$ cat config.mk
export PLATFORM = sky130hd
export DESIGN_NAME = spram_arb2
export DESIGN_NICKNAME = d
export VERILOG_FILES = /design/src/rtl/spram_arb2.sv
export SDC_FILE = /design/constraint.sdc
export NUM_CORES = 1
export LEC_CHECK = 0
export BUFFER_PORTS_ARGS = -buffer_cell sky130_fd_sc_hd__buf_2
export CAP_MARGIN = 10
export CORE_AREA = 3 3 40 42
export CTS_BUF_LIST = sky130_fd_sc_hd__clkbuf_8
export CTS_CLUSTER_SIZE = 10
export DETAILED_ROUTE_END_ITERATION = 10
export DIE_AREA = 0 0 43 45
export GPL_TIMING_DRIVEN = 1
export PLACE_DENSITY = 0.67
export SLEW_MARGIN = 20
export SYNTH_ARGS = -nofsm -noshare
export SYNTH_HDL_FRONTEND = slang
export SYNTH_SLANG_ARGS = --single-unit
export TNS_END_PERCENT = 30
$ cat constraint.sdc
create_clock -name CLK -period 2.15 [get_ports CLK]
set_clock_uncertainty 0.2 [all_clocks]
set_input_delay 0.1075 -clock CLK [delete_from_list [all_inputs] [get_ports CLK]]
set_output_delay 0.1075 -clock CLK [all_outputs]
set_load 0.02 [all_outputs]
$ cat src/rtl/spram_arb2.sv
// rtl/spram_arb2.sv - two-requester arbiter in front of a 16x2 single-port RAM
// Optional power-up init sweep is compiled in with SPRAM_ARB2_INIT_EN.
module spram_arb2 #(
  parameter string      PRIORITY  = "RR",
  parameter logic [1:0] INIT_DATA = 2'b00
) (
  input  logic       CLK,
  input  logic       RSTN,
  input  logic       REQ0,
  input  logic       REQ1,
  input  logic       WE0,
  input  logic       WE1,
  input  logic [3:0] AD0,
  input  logic [3:0] AD1,
  input  logic [1:0] DI0,
  input  logic [1:0] DI1,
  output logic       GNT0,
  output logic       GNT1,
  output logic       RVAL0,
  output logic       RVAL1,
  output logic [1:0] DO0,
  output logic [1:0] DO1,
  output logic       BUSY,
  output logic [3:0] RAM_AD,
  output logic [1:0] RAM_DI,
  output logic       RAM_WE,
  output logic       RAM_CE,
  input  logic [1:0] RAM_DO
);

  localparam bit IS_FIXED0 = (PRIORITY == "FIXED0");

  logic       busy;
  logic [3:0] sweep_ad;
  logic       gnt0, gnt1;
  logic       last_q, last_d;
  logic       rval0_q, rval0_d, rval1_q, rval1_d;
  logic [1:0] do0_q, do0_d, do1_q, do1_d;

`ifdef SPRAM_ARB2_INIT_EN
  logic       busy_q, busy_d;
  logic [3:0] sweep_ad_q, sweep_ad_d;

  always_ff @(posedge CLK or negedge RSTN) begin
    if (!RSTN) begin
      busy_q     <= 1'b1;
      sweep_ad_q <= 4'd0;
    end else begin
      busy_q     <= busy_d;
      sweep_ad_q <= sweep_ad_d;
    end
  end

  always_comb begin
    busy_d     = busy_q;
    sweep_ad_d = sweep_ad_q;
    if (busy_q) begin
      sweep_ad_d = sweep_ad_q + 4'd1;
      if (sweep_ad_q == 4'hF) busy_d = 1'b0;
    end
  end

  // The sweep flop idles at 1 during reset; BUSY only shows once reset lifts.
  assign busy     = busy_q & RSTN;
  assign sweep_ad = sweep_ad_q;
`else
  assign busy     = 1'b0;
  assign sweep_ad = 4'd0;
`endif

  always_comb begin
    gnt0 = 1'b0;
    gnt1 = 1'b0;
    if (RSTN && !busy) begin
      if (REQ0 && REQ1) begin
        if (IS_FIXED0 || last_q) gnt0 = 1'b1;
        else                     gnt1 = 1'b1;
      end else begin
        gnt0 = REQ0;
        gnt1 = REQ1;
      end
    end
  end

  always_comb begin
    RAM_CE = 1'b0;
    RAM_WE = 1'b0;
    RAM_AD = AD0;
    RAM_DI = DI0;
    if (busy) begin
      RAM_CE = 1'b1;
      RAM_WE = 1'b1;
      RAM_AD = sweep_ad;
      RAM_DI = INIT_DATA;
    end else if (gnt0) begin
      RAM_CE = 1'b1;
      RAM_WE = WE0;
    end else if (gnt1) begin
      RAM_CE = 1'b1;
      RAM_WE = WE1;
      RAM_AD = AD1;
      RAM_DI = DI1;
    end
  end

  always_comb begin
    last_d  = last_q;
    if (gnt0)      last_d = 1'b0;
    else if (gnt1) last_d = 1'b1;
    rval0_d = gnt0 & ~WE0;
    rval1_d = gnt1 & ~WE1;
    do0_d   = rval0_d ? RAM_DO : do0_q;
    do1_d   = rval1_d ? RAM_DO : do1_q;
  end

  always_ff @(posedge CLK or negedge RSTN) begin
    if (!RSTN) begin
      last_q  <= 1'b1;
      rval0_q <= 1'b0;
      rval1_q <= 1'b0;
      do0_q   <= 2'b00;
      do1_q   <= 2'b00;
    end else begin
      last_q  <= last_d;
      rval0_q <= rval0_d;
      rval1_q <= rval1_d;
      do0_q   <= do0_d;
      do1_q   <= do1_d;
    end
  end

  assign GNT0  = gnt0;
  assign GNT1  = gnt1;
  assign RVAL0 = rval0_q;
  assign RVAL1 = rval1_q;
  assign DO0   = do0_q;
  assign DO1   = do1_q;
  assign BUSY  = busy;

endmodule
==> impl_metrics.toml <==
[yosys]
synth_nets = 52
synth_top_area_frac = 0.381
async_flop_share = 1.00
ys_ff_latch = 7
seq_area_frac_synth = 0.448
synthCells = 32
synth_common_cells = "mux2_2, dfrtp_1, inv_1, nand2_1, mux2_4"
synthMostInstantiatedCell = "mux2_2"
synth_cell_types = 15
synth_edf_count = 0
yosysWarnings = 0
avgSynthCellArea_sq_um = 12.3
synth_ff_type = "dfrtp_1"
netlist_area_sq_um = 394
synth_area_leaders = "dfrtp_1, mux2_2, mux2_4, dfstp_2, nor3b_4"
yosysTopAreaCell = "dfrtp_1"

[hold_path]
min_from = "REQ1"
min_path_type = "input port to register"
min_to = "last_q"
hold_depth = 3

[timing]
whs_ps = 27.2
finalCritPeriodShare = 0.868
finalHoldViolCount = 0
rsz0062_at_grt = "no"
final-setup-viol-count = 0
finalSetupTns_ps = 0
fin_crit_ps = 1870
slew_viol_final = 0
fmax_mhz = 536

[floorplanning]
start_util = 0.307
fp.dieH_um = 45
dieArea_sq_mm = 0.00194
core_area_sq_mm = 0.00128
rows = 13
boundaryPins = 37
die_w_um = 43

[power]
p_total_w = 0.000504
pwr_density_cell_mw_per_mm2 = 747
pwr-share-clk = 0.356
p_leak_nw = 0.380
pwr-share-comb = 0.316
ir_drop_v = 0.000272
internal_power_w = 0.000353
p_switching_w = 0.000151
swShare = 0.299
p_seq_frac = 0.328

[run]
max-cap-violations = 0

[cells_and_area]
final_cell_count_no_fill = 90
drive_above_1_share = 0.680
synthToLayoutAreaGrowth_pct = 71.4
layout.nets = 96
final_area_sq_um = 676
n_antenna_cell = 0
nFillCells = 119

[worst_setup_path]
crit_fanout = 11
cp.required_ps = 1840
cp_data_arrival_time_ps = 1560
cp-end-kind = "output port"
worstSetupStartpointType = "input port"
reg2reg_to = "DO0[1]"
rr_startpoint = "last_q"
rr_worst_depth = 3
reg2reg_slack_ps = 610
cp-startpoint = "RSTN"
path_class = "input port to output port"

[global_route]
antenna_found_initial = 0
grt_util_all_layers = 0.122
overflow = 0
grt_pass1_wl_um = 1730
grt_pass1_vias = 422
grt_max_degree = 12

[place]
portBuffers = 35
place_inst = 81
placed_area_sq_um = 581
place.gp.congestion = 0.600

[outcome]
status = "completed"

[clock_tree]
numClockSinks = 7
cts_root_buffer = "clkbuf_8"
post_cts_resize_count = 0
htree_levels = 1
clk_pin_slew_worst_paths_ps = 40
clockBufferDepth = 2
postCtsSetupBuffers = 0
numCtsBuffers = 3
clkLatencyLatePin_ps = 220
hold_buffers = 5
cts_tree = "built"

[routing]
drt_pass1_iterations = 1
ant_nets = 0
remaining_drc_errors = 0
route.vias.total = 391
first_iter_violations = 0
route.detailed.vias_per_inst = 4.34
routed_wl_um = 1040
post_drt_wl_per_cell_um = 11.5
-- power by group through the flow --
stage           logic, W  registers, W  clock network (W)
2_1_floorplan  0.0000709      0.000191                  0
3_5_place_dp    0.000154      0.000167                  0
6_report        0.000159      0.000165           0.000180
3_3_place_gp    0.000152      0.000167                  0
5_1_grt         0.000174      0.000169           0.000195
4_1_cts         0.000162      0.000166           0.000187
-- worst max-delay path, cell delays in order --
cell           delay [ps]
dlygate4sd3_1         520
buf_2                 240
nand3_2               220
mux2_2                310
buf_2                 160
-- cells by family (layout without fill, tap and decap cells) --
family,Yosys count,in the layout,synth area share
AO/OA/AOI/OAI,5,5,0.0889
buffers and inverters,4,47,0.0476
flip-flops,7,7,0.448
multiplexers,10,10,0.305
AND/OR/NAND/NOR,5,5,0.102
other,1,1,0.00951
-- cell type report --
type | instances | area (sq um) | share of cell area
clock buffers | 3 | 41.3 | 0.0611
clock inverters | 1 | 3.75 | 0.00556
inverters | 3 | 11.3 | 0.0167
multi-input cells | 21 | 199 | 0.294
flip-flops and latches | 7 | 176 | 0.261
well taps | 15 | 18.8 | 0.0278
repair buffers | 40 | 225 | 0.333
-- cell usage in the layout, fill, tap and decap left out, drive strengths merged --
master / synthesis / final
mux2: 10 / 10
a21oi: 1 / 1
nor3b: 1 / 1
nand3: 1 / 1
o21ai: 1 / 1
conb: 1 / 1
buf: 1 / 35
inv: 3 / 4
dfstp: 1 / 1
o21a: 1 / 1
dlygate4sd3: 0 / 5
a211o: 1 / 1
nand2: 3 / 3
dfrtp: 6 / 6
a22o: 1 / 1
clkbuf: 0 / 3
-- metrics by stage --
step	worst slack, ps	util
floorplan	551	-
global placement	599	0.452
detailed placement	583	0.452
CTS	247	0.526
global route	142	0.526
finish	284	0.526
-- per-layer routing --
| layer | wire length [um] | vias up | GRT usage | part of all wire |
|---|---|---|---|---|
| met5 | 0 | - | 0 | 0 |
| met4 | 0 | 0 | 0.0723 | 0 |
| met3 | 73 | 0 | 0.0239 | 0.070 |
| met2 | 572 | 16 | 0.222 | 0.55 |
| met1 | 393 | 179 | 0.131 | 0.38 |
| li1 | - | 196 | - | - |
-- how the worst max path moves through the flow --
stage          slack, ps  cells after the start   endpoint
2_1_floorplan        550                      3     RAM_WE
4_1_cts              250                      5  RAM_AD[1]
6_report             280                      5  RAM_AD[1]
5_1_grt              140                      6     RAM_WE
3_3_place_gp         600                      4  RAM_AD[2]
3_5_place_dp         580                      4  RAM_AD[1]
-- flip-flops by register name, indices dropped and copies added (netlist names) --
signal,flops
DO0,2
RVAL1,1
RVAL0,1
last_q,1
DO1,2
Note: power is estimated with default switching activity, not from simulation.
